`src/rtl/mult_sequencer_if.sv`:
```
// Handshake and data bundle between the EX stage and the iterative multiply sequencer.
// Operand and product vectors are big-endian numbered: bit 0 is the MSB.
interface mult_sequencer_if #(
  parameter int unsigned WIDTH = 32
);

  logic                 start;
  logic                 is_signed;
  logic                 abort;
  logic [0:WIDTH-1]     opa;
  logic [0:WIDTH-1]     opb;
  logic                 busy;
  logic                 stall;
  logic                 done;
  logic [0:2*WIDTH-1]   product;

  modport master (
    output start, is_signed, abort, opa, opb,
    input  busy, stall, done, product
  );

  modport slave (
    input  start, is_signed, abort, opa, opb,
    output busy, stall, done, product
  );

endinterface

```
`src/rtl/mult_sequencer.sv`:
```
// Radix-2 shift-add multiply controller: one operand bit per cycle over WIDTH cycles,
// stalling the pipeline while it runs and pulsing done with the full 2*WIDTH product.
module mult_sequencer #(
  parameter int unsigned WIDTH = 32,
  parameter int unsigned CNT_W = 6
) (
  input  logic          clk_i,
  input  logic          rst_ni,
  mult_sequencer_if.slave bus
);

  localparam int unsigned PW = 2 * WIDTH;

  typedef enum logic [1:0] {
    S_IDLE = 2'd0,
    S_RUN  = 2'd1,
    S_DONE = 2'd2
  } state_e;

  state_e             state_q, state_d;
  logic [CNT_W-1:0]   cnt_q, cnt_d;
  logic [WIDTH-1:0]   mcand_q, mcand_d;
  logic [PW-1:0]      acc_q, acc_d;
  logic               neg_q, neg_d;
  logic [PW-1:0]      product_q, product_d;

  logic [WIDTH-1:0]   opa_v, opb_v;
  logic               opa_neg, opb_neg;
  logic [WIDTH:0]     sum;
  logic [PW-1:0]      acc_step;
  logic [PW-1:0]      result;

  // Low half of the accumulator holds the remaining multiplier bits; sum keeps the carry.
  always_comb begin
    opa_v    = bus.opa;
    opb_v    = bus.opb;
    opa_neg  = bus.is_signed & opa_v[WIDTH-1];
    opb_neg  = bus.is_signed & opb_v[WIDTH-1];
    sum      = acc_q[0] ? ({1'b0, acc_q[PW-1:WIDTH]} + {1'b0, mcand_q})
                        : {1'b0, acc_q[PW-1:WIDTH]};
    acc_step = {sum, acc_q[WIDTH-1:1]};
    result   = neg_q ? ((~acc_step) + PW'(1)) : acc_step;
  end

  // Next-state and datapath update.
  always_comb begin
    state_d   = state_q;
    cnt_d     = cnt_q;
    mcand_d   = mcand_q;
    acc_d     = acc_q;
    neg_d     = neg_q;
    product_d = product_q;

    unique case (state_q)
      S_IDLE, S_DONE: begin
        if (bus.start) begin
          mcand_d = opa_neg ? ((~opa_v) + WIDTH'(1)) : opa_v;
          acc_d   = {WIDTH'(0), (opb_neg ? ((~opb_v) + WIDTH'(1)) : opb_v)};
          neg_d   = opa_neg ^ opb_neg;
          cnt_d   = CNT_W'(WIDTH);
          state_d = S_RUN;
        end else begin
          state_d = S_IDLE;
        end
      end
      S_RUN: begin
        if (bus.abort) begin
          state_d = S_IDLE;
        end else begin
          acc_d = acc_step;
          cnt_d = cnt_q - CNT_W'(1);
          if (cnt_q == CNT_W'(1)) begin
            product_d = result;
            state_d   = S_DONE;
          end
        end
      end
      default: state_d = S_IDLE;
    endcase
  end

  always_ff @(posedge clk_i or negedge rst_ni) begin
    if (!rst_ni) begin
      state_q   <= S_IDLE;
      cnt_q     <= '0;
      mcand_q   <= '0;
      acc_q     <= '0;
      neg_q     <= 1'b0;
      product_q <= '0;
    end else begin
      state_q   <= state_d;
      cnt_q     <= cnt_d;
      mcand_q   <= mcand_d;
      acc_q     <= acc_d;
      neg_q     <= neg_d;
      product_q <= product_d;
    end
  end

  // Status lines come straight from the state register.
  assign bus.busy    = (state_q == S_RUN);
  assign bus.stall   = (state_q == S_RUN);
  assign bus.done    = (state_q == S_DONE);
  assign bus.product = product_q;

endmodule

```
`src/flat_wrapper.sv`:
```
// flat-port wrapper written by rule: the top's interface ports become plain ports
module mult_sequencer_flat 
#(
  parameter int unsigned WIDTH = 32,
  parameter int unsigned CNT_W = 6
)
  (clk_i, rst_ni, bus_start, bus_is_signed, bus_abort, bus_opa, bus_opb, bus_busy, bus_stall, bus_done, bus_product);
  mult_sequencer_if #(.WIDTH(WIDTH)) bus_i ();
  input  logic clk_i;
  input  logic rst_ni;
  input wire logic [$bits(bus_i.start)-1:0] bus_start;
  input wire logic [$bits(bus_i.is_signed)-1:0] bus_is_signed;
  input wire logic [$bits(bus_i.abort)-1:0] bus_abort;
  input wire logic [$bits(bus_i.opa)-1:0] bus_opa;
  input wire logic [$bits(bus_i.opb)-1:0] bus_opb;
  output wire logic [$bits(bus_i.busy)-1:0] bus_busy;
  output wire logic [$bits(bus_i.stall)-1:0] bus_stall;
  output wire logic [$bits(bus_i.done)-1:0] bus_done;
  output wire logic [$bits(bus_i.product)-1:0] bus_product;
  assign bus_i.start = bus_start;
  assign bus_i.is_signed = bus_is_signed;
  assign bus_i.abort = bus_abort;
  assign bus_i.opa = bus_opa;
  assign bus_i.opb = bus_opb;
  assign bus_busy = bus_i.busy;
  assign bus_stall = bus_i.stall;
  assign bus_done = bus_i.done;
  assign bus_product = bus_i.product;
  mult_sequencer #(.WIDTH(WIDTH), .CNT_W(CNT_W)) u_core (.clk_i(clk_i), .rst_ni(rst_ni), .bus(bus_i));
endmodule
```
`config.mk`:
```
export PLATFORM = sky130hd
export DESIGN_NAME = mult_sequencer_flat
export DESIGN_NICKNAME = d
export VERILOG_FILES = /design/src/rtl/mult_sequencer_if.sv /design/src/rtl/mult_sequencer.sv /design/src/flat_wrapper.sv
export SDC_FILE = /design/constraint.sdc
export NUM_CORES = 1
export LEC_CHECK = 0
export CAP_MARGIN = 10
export CORE_MARGIN = 5
export CORE_UTILIZATION = 57
export CTS_CLUSTER_DIAMETER = 30
export CTS_CLUSTER_SIZE = 8
export DETAILED_ROUTE_END_ITERATION = 6
export PLACE_DENSITY = 0.88
export SLEW_MARGIN = 25
export SYNTH_ARGS = -nofsm -noshare
export SYNTH_HDL_FRONTEND = slang
export SYNTH_SLANG_ARGS = --single-unit
```
`constraint.sdc`:
```
create_clock -name clk_i -period 5.15 [get_ports clk_i]
set_clock_uncertainty 0.05 [all_clocks]
set_input_delay 1.03 -clock clk_i [delete_from_list [all_inputs] [get_ports clk_i]]
set_output_delay 1.03 -clock clk_i [all_outputs]
set_load 0.03 [all_outputs]
```
==> qor.yml <==
global_route:
  gr-total-overflow: 0
  antenna_found_initial: 0
  grt_max_degree: 127
  grt_pass1_wl_microns: 52500
  grt_pass1_vias: 10100
  grtUsageTotal: 0.273
placement:
  pre_cts_slack_ps: 883
  globalplace.congestion: 0.972
  io_buffer_count: 135
  dp_hpwl_microns: 24300
  post_dp_cell_area_sq_um: 13000
  dp.cells: 1747
setup_path:
  path_depth: 13
  crit_slowest_cell: "or3_4"
  crit_end: "u_core.bus.product[2]"
  setup.worst_path.start: "u_core.acc_q[32]"
  crit_family: "compound AO/OA/AOI/OAI gates"
  crit_required_ps: 5390
  crit_path_start_kind: "register"
  crit_path_max_incr_delay_ps: 460
  crit_buf_inv: 0
  reg2reg_to: "u_core.bus.product[2]"
  worstSetupEndpointType: "register"
  arrival_ps: 4490
  reg2regPathDepth: 13
  crit_type: "register to register"
  crit_chain: "ha_1 > fa_1 > a21o_1 > a31o_1 > a211o_1 > a211o_1 > a2111oi_2 > nand4_1 > or3_4 > or3_4 > o31ai_2 > xnor2_1 > o21ai_1"
  r2r_start: "u_core.acc_q[32]"
  path_max_fanout: 5
  rrSetupSlack_ps: 900
clock_tree:
  postCtsSetupBuffers: 0
  cts_root_buf: "clkbuf_16"
  cts-resized-gates: 0
  cts.sinks: 169
  path_clk_slew_ps: 70
  insertion_delay_ps: 440
  hold_buffers: 0
  htree_levels: 4
  clock_path_buffers: 2
  cts_inserted_buffers: 17
  cts_tree: "yes"
power_and_ir_drop:
  p_leak_nw: 5.67
  p_clk_frac: 0.172
  ir_drop_v: 0.000324
  pwr-share-comb: 0.532
  p_switching_mw: 3.64
  sw_frac_of_total: 0.477
  intPower_mw: 3.99
  power_density_nw_per_um2: 561
  total_power_mw: 7.63
  p_seq_frac: 0.296
hold_path:
  hold_class: "register to register"
drt:
  vias: 10900
  remaining_drc_errors: 0
  wl_microns: 32300
  drt_iter0_drc: 1131
  wl_per_cell_microns: 18.2
  ant_nets: 0
  via_per_inst: 6.14
  dr.pass1.iters: 5
yosys:
  synth_cell_types: 77
  ys_dominant_reg_cell: "dfrtp_1"
  synth_largest_area_cell: "dfrtp_1"
  yosys_warnings: 0
  synth_edf_count: 0
  synth_cells: 1405
  synth.area.top_cells: "dfrtp_1 37%, o21ai_0 9.3%, nand2_1 7.0%"
  synth.avg_cell_area_sq_um: 8.16
  postSynthNetCount: 1512
  synth_top_area_share: 0.369
  synthArstFlopShare: 1.00
  ys_ff_latch: 169
  syn-cell-area_sq_um: 11500
  ys_seq_area_frac: 0.369
timing:
  finalCriticalPeriod_ps: 4250
  tightest_slew_ps: 984
  setup_tns_ps: 0
  drv_slew: 0
  slew_headroom: 0.343
  hold_viol_final: 0
  setup_viol: 0
  finalCritPeriodShare: 0.825
  setup_ws_ps: 902
  grt_setup_unrepaired: "false"
  max_freq_ghz: 0.235
floorplan:
  start_util: 0.583
  dieArea_sq_um: 23000
  pin_count: 136
  dieWidth_microns: 152
  coreArea_sq_um: 19700
  die_y_microns: 152
  core.rowCount: 51
final_layout:
  diodes: 0
  stdcell_count: 1779
  area_growth_pct: 18.6
  nets: 1608
  drive_gt1_frac: 0.0482
  final_area_sq_um: 13600
  nFillCells: 1630
status:
  outcome: "completed"
job:
  maxCapViolCount: 0
cell usage in the layout (no fill, tap or decap), types with 29 or more instances in the layout:
master             n
o21ai_0          214
nand2_1          213
dfrtp_1          169
clkdlybuf4s50_1  134
nor2_1            93
a21oi_1           91
xor2_1            70
xnor2_1           60
nand3_1           50
ha_1              37
inv_1             29
cells by family after synthesis:
| group | share of synthesized area |
|---|---|
| muxes | 0.0138 |
| and+or+nand+nor | 0.207 |
| AOI/OAI and AO/OA | 0.234 |
| adders and majority gates | 0.0421 |
| DFF | 0.369 |
| xor gates and xnor gates | 0.0993 |
| buffers and inverters | 0.0350 |
worst register-to-register path, stage by stage, from the launching register on:
cell	delay [ps]
dfrtp_1	400
ha_1	240
fa_1	410
a21o_1	210
a31o_1	270
a211o_1	350
a211o_1	390
a2111oi_2	230
nand4_1	220
or3_4	460
or3_4	360
o31ai_2	250
xnor2_1	160
o21ai_1	80
cell usage after synthesis, types with 3 or more instances:
cell type and count:
buf_2 6, or4_1 10, ha_1 37, o31ai_1 22, clkbuf_1 61, nand2_1 214
o41ai_1 12, inv_1 29, nand3b_1 3, buf_1 5, xor2_1 70, o2111a_1 3
a31oi_1 15, nor2_1 94, or3_1 16, a2111oi_0 4, nand3_1 50, nor3_1 22
a211o_1 3, o311a_1 4, mux2i_1 9, o21ai_0 214, o221ai_1 3, nor4_1 12
nand4_1 18, o21ai_1 6, nor2b_1 18, a21o_1 11, a21boi_0 4, a211oi_1 9
dfrtp_1 169, and2_1 8, nand2b_1 16, o211ai_1 7, o21a_1 10, mux2_2 6
and3_1 3, xnor2_1 60, a21oi_1 91
power groups by stage:
stage	Sequential, mW	Clock [mW]	Combinational [mW]
CTS	2.23	1.32	3.99
global placement	2.22	0	3.86
global route	2.30	1.38	4.46
floorplan	2.28	0	2.67
detailed placement	2.25	0	3.95
finish	2.26	1.31	4.05
stage by stage:
step	hold slack, ps	utilization
after global placement	411	0.661
final	428	0.692
after detailed placement	419	0.661
after floorplan	400	-
after global routing	454	0.692
after CTS	435	0.691
per-layer routing:
layer	up-vias	GRT usage	share of wire
met5	-	0	0
met4	0	0.0659	0.014
met3	39	0.0571	0.096
met2	484	0.404	0.44
met1	5182	0.413	0.45
li1	5223	-	-
sequential cells by signal, indices dropped and copies added, names as in the netlist:
register / flops
u_core.acc_q: 64
u_core.bus.product: 64
u_core.cnt_q: 6
u_core.mcand_q: 32
u_core.neg_q: 1
u_core.state_q: 2
layout make-up:
cell class,count,area (sq um),area share
clock buffer,17,425,0.0313
clock inverter,15,178,0.0131
inverter,31,116,0.00856
multi-input combinational,1132,6840,0.503
sequential,169,4230,0.311
tap,265,332,0.0244
timing repair buffer,150,1470,0.108
worst min-delay path by stage:
stage                                 from  depth (start not counted)                     end  slack, ps
global placement    u_core.bus.product[15]                          2  u_core.bus.product[15]        410
detailed placement  u_core.bus.product[17]                          2  u_core.bus.product[17]        420
finish              u_core.bus.product[34]                          2  u_core.bus.product[34]        430
CTS                  u_core.bus.product[5]                          2   u_core.bus.product[5]        440
floorplan               u_core.mcand_q[31]                          2      u_core.mcand_q[31]        400
global route        u_core.bus.product[22]                          2  u_core.bus.product[22]        450
(Power assumes the default switching activity.)
